## config.mk

```make
export PLATFORM = sky130hd
export DESIGN_NAME = wb_writeback_stage
export DESIGN_NICKNAME = d
export VERILOG_FILES = /design/src/rtl/wb_pkg.sv /design/src/rtl/wb_load_ext.sv /design/src/rtl/wb_writeback_stage.sv
export SDC_FILE = /design/constraint.sdc
export NUM_CORES = 1
export LEC_CHECK = 0
export BUFFER_PORTS_ARGS = -buffer_cell sky130_fd_sc_hd__buf_4
export CAP_MARGIN = 25
export CORE_MARGIN = 1.5
export CORE_UTILIZATION = 44
export DETAILED_ROUTE_END_ITERATION = 10
export PLACE_DENSITY = 0.81
export REMOVE_ABC_BUFFERS = 1
export SYNTH_ARGS = -nofsm -noshare
export SYNTH_HDL_FRONTEND = slang
export SYNTH_SLANG_ARGS = --single-unit
export TNS_END_PERCENT = 20
```

## constraint.sdc

```tcl
create_clock -name clk -period 2 [get_ports clk]
set_clock_uncertainty 0.15 [all_clocks]
set_input_delay 0.2 -clock clk [delete_from_list [all_inputs] [get_ports clk]]
set_output_delay 0.2 -clock clk [all_outputs]
set_load 0.02 [all_outputs]
```

## src/rtl/wb_pkg.sv

```systemverilog
// Shared types and constants for the csRISC write-back stage.
// The optional load extender is enabled with the WB_LOAD_EXT_EN macro.
package wb_pkg;

    typedef enum logic {
        IDLE     = 1'b0,
        WAIT_MEM = 1'b1
    } wb_state_t;

    localparam logic [1:0] LS_BYTE = 2'b00;
    localparam logic [1:0] LS_HALF = 2'b01;
    localparam logic [1:0] LS_WORD = 2'b10;

    localparam int SRC_ALU = 0;
    localparam int SRC_MEM = 1;
    localparam int SRC_PC  = 2;
    localparam int SRC_IMM = 3;

endpackage

```

## src/rtl/wb_load_ext.sv

```systemverilog
// Combinational sign/zero extender for sub-word loads. It is only instantiated
// when WB_LOAD_EXT_EN is defined.
module wb_load_ext
    import wb_pkg::*;
#(
    parameter int DATA_W = 32
) (
    input  logic [DATA_W-1:0] rdata,
    input  logic [1:0]        size,
    input  logic              is_unsigned,
    output logic [DATA_W-1:0] data
);

    always_comb begin
        data = rdata;
        case (size)
            LS_BYTE: data = {{(DATA_W-8){~is_unsigned & rdata[7]}}, rdata[7:0]};
            LS_HALF: data = {{(DATA_W-16){~is_unsigned & rdata[15]}}, rdata[15:0]};
            default: data = rdata;
        endcase
    end

endmodule

```

## src/rtl/wb_writeback_stage.sv

```systemverilog
// Registered, back-pressured write-back stage: source select, load wait with
// timeout, and register-file write port. WB_LOAD_EXT_EN adds sub-word load extension.
module wb_writeback_stage
    import wb_pkg::*;
#(
    parameter int DATA_W  = 32,
    parameter int SRC_N   = 4,
    parameter int MEM_SRC = SRC_MEM,
    parameter int ADDR_W  = 5,
    parameter int TIMEOUT = 255,
    localparam int SEL_W  = (SRC_N > 1) ? $clog2(SRC_N) : 1,
    localparam int CNT_W  = $clog2(TIMEOUT + 1)
) (
    input  logic                    clk,
    input  logic                    rst,
    input  logic                    in_valid,
    output logic                    in_ready,
    input  logic [SEL_W-1:0]        sel,
    input  logic [SRC_N*DATA_W-1:0] src_data,
    input  logic                    reg_write,
    input  logic [ADDR_W-1:0]       rd_addr,
    input  logic                    mem_rvalid,
    input  logic [DATA_W-1:0]       mem_rdata,
`ifdef WB_LOAD_EXT_EN
    input  logic [1:0]              load_size,
    input  logic                    load_unsigned,
`endif
    output logic                    wb_en,
    output logic [ADDR_W-1:0]       wb_addr,
    output logic [DATA_W-1:0]       wb_data,
    output logic                    stall,
    output logic                    mem_timeout
);

    localparam logic [SEL_W-1:0] MEM_SEL   = SEL_W'(MEM_SRC);
    localparam logic [CNT_W-1:0] CNT_LIMIT = CNT_W'(TIMEOUT);

    wb_state_t          state, state_next;
    logic [CNT_W-1:0]   cnt, cnt_next;
    logic [ADDR_W-1:0]  addr_q;
    logic [DATA_W-1:0]  src_word;
    logic [DATA_W-1:0]  load_data;
    logic               is_load;
    logic               capture;
    logic               commit;
    logic [ADDR_W-1:0]  commit_addr;
    logic [DATA_W-1:0]  commit_data;
    logic               timeout_hit;

    assign in_ready = (state == IDLE);
    assign stall    = ~in_ready;
    assign is_load  = (sel == MEM_SEL) && reg_write;

    // Out-of-range selects fall through to source 0.
    always_comb begin
        src_word = src_data[DATA_W-1:0];
        for (int k = 1; k < SRC_N; k++) begin
            if (sel == SEL_W'(k)) src_word = src_data[k*DATA_W +: DATA_W];
        end
    end

`ifdef WB_LOAD_EXT_EN
    logic [1:0] size_q;
    logic       unsigned_q;
    logic [1:0] ext_size;
    logic       ext_unsigned;

    // A same-cycle load uses the live attributes; a waiting load uses the latched ones.
    assign ext_size     = (state == IDLE) ? load_size     : size_q;
    assign ext_unsigned = (state == IDLE) ? load_unsigned : unsigned_q;

    wb_load_ext #(
        .DATA_W      (DATA_W)
    ) u_load_ext (
        .rdata       (mem_rdata),
        .size        (ext_size),
        .is_unsigned (ext_unsigned),
        .data        (load_data)
    );

    always_ff @(posedge clk) begin
        if (rst) begin
            size_q     <= LS_WORD;
            unsigned_q <= 1'b0;
        end else if (capture) begin
            size_q     <= load_size;
            unsigned_q <= load_unsigned;
        end
    end
`else
    assign load_data = mem_rdata;
`endif

    always_comb begin
        // NOTE: every output of this block gets a default first, so no path leaves one unassigned and no latch is inferred.
        state_next  = state;
        cnt_next    = cnt;
        capture     = 1'b0;
        commit      = 1'b0;
        commit_addr = rd_addr;
        commit_data = src_word;
        timeout_hit = 1'b0;
        case (state)
            IDLE: begin
                if (in_valid) begin
                    if (is_load) begin
                        if (mem_rvalid) begin
                            commit      = (rd_addr != '0);
                            commit_data = load_data;
                        end else begin
                            state_next = WAIT_MEM;
                            cnt_next   = '0;
                            capture    = 1'b1;
                        end
                    end else begin
                        commit = reg_write && (rd_addr != '0);
                    end
                end
            end
            WAIT_MEM: begin
                commit_addr = addr_q;
                commit_data = load_data;
                // Data arriving on the timeout cycle still wins.
                if (mem_rvalid) begin
                    commit     = (addr_q != '0);
                    state_next = IDLE;
                end else if (cnt == CNT_LIMIT) begin
                    timeout_hit = 1'b1;
                    state_next  = IDLE;
                end else begin
                    cnt_next = cnt + 1'b1;
                end
            end
            default: state_next = IDLE;
        endcase
    end

    always_ff @(posedge clk) begin
        // NOTE: non-blocking assignments so every register samples pre-edge values regardless of statement order.
        if (rst) begin
            state       <= IDLE;
            cnt         <= '0;
            addr_q      <= '0;
            wb_en       <= 1'b0;
            wb_addr     <= '0;
            wb_data     <= '0;
            mem_timeout <= 1'b0;
        end else begin
            state       <= state_next;
            cnt         <= cnt_next;
            wb_en       <= commit;
            mem_timeout <= timeout_hit;
            if (capture) addr_q <= rd_addr;
            if (commit) begin
                wb_addr <= commit_addr;
                wb_data <= commit_data;
            end
        end
    end

endmodule

```

; Word level (Yosys, flattened, before mapping)
; Index checks and enable logic that the tools add are counted.
[word_totals]
reg_bits = 53
output_inout_bits = 41
elab_cells = 51
[op_classes]
add_sub_neg = 1
n_eq_ne = 9
muxes = 27
bitwise = 1
reduce_logical = 6
[op_table]
columns = cell, count
row1 = $mux 32, 6
row2 = $pmux 32 s2, 1
row3 = $mux 8, 5
row4 = $pmux 8 s2, 1
row5 = $mux 1, 11
row6 = $reduce_bool 5->1, 2
row7 = $add 8x1->8 const B, 1
row8 = $eq 8x8->1 const B, 1
row9 = $ne 2x2->1 const B, 4
row10 = $mux 5, 1
row11 = $reduce_and 5->1, 1
row12 = $eq 2x2->1 const B, 2
row13 = $pmux 1 s2, 2
row14 = $reduce_or 3->1, 1
row15 = $eq 2x1->1 const B, 1
row16 = $logic_and 1x1->1, 2
row17 = $ne 2x1->1 const B, 1
row18 = $not 1->1, 1

; Logic depth before layout (Yosys ltp)
[depth]
word_depth = 8
depth_mapped = 7

; Least setup slack after synthesis
; Ideal clock, no wire load.
[synth_path]
path_type = reg2reg
start = reg state (netlist: stall)
end = reg wb_data[14]
arrival_time_ns = 1.519
setup_slack_ns = 0.243
stages_incl_launch_ff = 7
path_buffers = 2
cell_sequence = dfxtp_1 inv_1 a21o_1 and3_4 buf_6 buf_4 a311oi_2
[synth_via]
elab_chain_cells = 2
word_cells_on_any_way = 3
classes_between = mux: 2 / bitwise: 1
[synth_lines]
columns = element, line_no
row1 = from (decl), wb_writeback_stage.sv:38  ; wb_state_t state, state_next;
row2 = from (signal assigned), wb_writeback_stage.sv:149  ; state <= state_next;
row3 = $not 1->1 (*), --
row4 = net in_ready, wb_writeback_stage.sv:17  ; output logic in_ready,
row5 = $pmux 32 s2 or $pmux 1 s2 (tied branches), wb_writeback_stage.sv:103  ; case (state)
row6 = to (signal assigned), wb_writeback_stage.sv:156  ; wb_data <= commit_data;
row7 = to (decl), wb_writeback_stage.sv:30  ; output logic [DATA_W-1:0] wb_data,
; Mark *: on every way through the listed nets, which the timed path passes. The rest lies on a longest branch.
; A chain may end at the register's enable or synchronous reset.

; Final worst setup path
[layout_path]
start = reg addr_q[2]
end = reg wb_data[2]
[layout_via]
elab_chain_cells = 3
[layout_lines]
columns = element, line_no
row1 = from (decl), wb_writeback_stage.sv:40  ; logic [ADDR_W-1:0] addr_q;
row2 = from (signal assigned), wb_writeback_stage.sv:153  ; if (capture) addr_q <= rd_addr;
row3 = $reduce_bool 5->1, wb_writeback_stage.sv:125  ; commit = (addr_q != '0);
row4 = $mux 1, wb_writeback_stage.sv:124  ; if (mem_rvalid) begin
row5 = $pmux 1 s2, wb_writeback_stage.sv:103
; Every way passes these cells.

==> impl_metrics.ini <==
[synth]
yosysUniqueCellTypes = 35
synthCells = 344
synth_xor_area_frac = 0
synth_common_cells = 82 x nand2_1, 53 x dfxtp_1, 38 x a31oi_1, 32 x mux4_2, 24 x a311oi_2
yosys_warnings = 0
synth-edff-count = 0
synth_simple_gate_area_frac = 0.130
synth_area_sq_mm = 0.00350
synth_top_family_by_area = compound AO/OA/AOI/OAI gates
syn_avg_cell_area_sq_um = 10.2
ys.flop_type = dfxtp_1
ys_seq_area_frac = 0.303
synth-compound-area-share = 0.266
async_flop_share = 0
yosysMostFrequentCell = nand2_1
synth.area.mux_share = 0.226
synth.largest_area_cell = dfxtp_1
synth_seq_cells = 53
synth.area.top_cells = dfxtp_1 30%, mux4_2 21%, a311oi_2 10%
synth_top_area_share = 0.303
synth_adder_area_share = 0.00357

[sta]
slew_viol_final = 0
hold_viol = 0
setup_ws_ps = 128
rsz0062_at_grt = no
period_share = 0.936
min_period_ps = 1870
max_slew_margin = 0.663
tightestPinTransition_ps = 501
setup_tns_ps = 0
clock.fmax_ghz = 0.534
setup_viol = 0

[route]
ant_nets = 0
vias_per_cell = 5.83
wl_mm = 11.7
drt_iter0_drc = 149
vias = 3759
drcViolationCount = 0
wl_per_cell_microns = 18.1
dr.pass1.iters = 4

[critical_path]
rr_endpoint = wb_data[2]
cp-start-kind = register
worstPathArrival_ps = 1950
startpoint = addr_q[2]
critPathKind = reg -> reg
endpoint = wb_data[2]
r2r_setup_slack_ps = 130
cp_max_fo = 19
required_ps = 2070
reg2reg_depth = 4
reg2reg_from = addr_q[2]
end_kind = register

[placement]
dp_slack_ps = -33.5
gp_congestion = 0.872
port_buffers = 212
dp_hpwl_mm = 8.86

[clock_network]
cts_sinks = 53
cts_tree = done
cts_setup_buffers = 0
cts_buffers = 5
clkLatencyLatePin_ps = 320
root_buffer = clkbuf_8
clk_path_buf_depth = 2
cts.clk_slew.worst_paths_ps = 110
htree_levels = 2

[final_layout]
diodes = 0
fin_nets = 715
final_layout_size_suffix_gt1_frac = 0.554
syn2layout_area_growth_pct = 50.3
fin_util = 0.681

[job]
maxCapViolations = 0

[status]
status = completed

[floorplanning]
die_w_microns = 92.2
core_area_sq_mm = 0.00773
die_y_microns = 92.2
initial_core_util = 0.453
die_area_sq_mm = 0.00850
io_pins = 213
rows = 32

[grt]
grt_start_max_net_pins = 38
grt-ovfl-total = 0
antenna_found_initial = 0
track_usage = 0.280
grt_pass1_wl_mm = 18.9
grt_pass1_vias = 4004

[power]
powerDensity_mw_per_mm2 = 515
p_leak_nw = 2.19
vdd_drop_max_mv = 0.333
total_power_w = 0.00271

[hold_path]
worstHoldPathType = in -> reg
worstHoldStart = rd_addr[0]
## how the worst min path moves through the flow
stage	cells after the start	slack [ps]	endpoint
2_1_floorplan	1	110	wb_addr[0]
3_3_place_gp	2	310	addr_q[0]
3_5_place_dp	2	310	cnt[6]
4_1_cts	3	2	addr_q[0]
5_1_grt	3	10	wb_data[1]
6_report	3	10	addr_q[0]
## routing by layer
metal	GRT usage	vias up	routed length [microns]
met5	0	-	0
met4	0.117	0	396
met3	0.0539	38	765
met2	0.506	199	6220
met1	0.320	1773	4300
li1	-	1749	-
## final cells by class
class,instances,area [sq um]
multi-input combinational,249,2220
inverter,4,15.0
clock buffer,5,68.8
clock inverter,3,25.0
sequential,53,1060
fill,625,2460
tap,102,128
timing repair buffer,229,1750
## through the flow
step | cell area [sq um] | cells | hold slack [ps]
after floorplan | 3270 | 305 | 115
after global placement | 5110 | 632 | 305
after detailed placement | 5110 | 632 | 315
after CTS | 5250 | 645 | 1.94
after global routing | 5260 | 645 | 11.0
final | 5260 | 645 | 11.0
## registers in the layout, indices dropped and copies added, names as in the netlist
| signal | flops |
|---|---|
| wb_data | 32 |
| cnt | 8 |
| wb_addr | 5 |
| addr_q | 5 |
| wb_en | 1 |
| mem_timeout | 1 |
| stall | 1 |
## critical path, cell delays in order, from the launching register on
cell and delay (ps):
dfxtp_1 340, nor4_1 490, a31oi_4 180, and3_4 310, a311oi_1 290
## logic make-up after synthesis
kind of cell | after synthesis
muxes | 39
DFF | 53
adders and majority gates | 1
buffers and inverters | 43
and+or+nand+nor | 106
AOI/OAI and AO/OA | 102
## cells in the final DEF, fill, tap and decap left out, types with 2 or more instances in the layout
| master | synthesis | final |
|---|---|---|
| inv_6 | 0 | 2 |
| inv_1 | 4 | 4 |
| dfxtp_1 | 53 | 52 |
| a2111o_1 | 3 | 3 |
| a311oi_1 | 8 | 8 |
| a21oi_1 | 12 | 12 |
| nand3_1 | 8 | 8 |
| a211oi_2 | 5 | 5 |
| a31oi_1 | 38 | 37 |
| mux4_2 | 32 | 32 |
| nor4_1 | 2 | 2 |
| mux2i_1 | 7 | 7 |
| and3_4 | 1 | 2 |
| o2111ai_1 | 3 | 3 |
| nor2_1 | 2 | 2 |
| a311oi_2 | 24 | 24 |
| nand2b_1 | 3 | 3 |
| nand2_1 | 82 | 82 |
| a21o_1 | 3 | 3 |
| clkbuf_8 | 0 | 5 |
| and2_1 | 2 | 2 |
| buf_4 | 12 | 223 |
| dlygate4sd3_1 | 0 | 4 |
| o211ai_1 | 2 | 2 |
## where the power goes
part,internal (W),switching (W)
logic,0.000515,0.000406
registers,0.00112,0.0000355
clock network,0.000256,0.000381
total,0.00189,0.000823
## what timing repair did
item / CTS / global route
endpoints found under the setup margin: 26 / 38
gates resized for setup: 0 / 3
gates cloned: 1 / 0
pin swaps: 1 / 0
endpoints found under the hold margin: 4 / 0
hold buffers: 4 / 0
(Power assumes the default switching activity.)
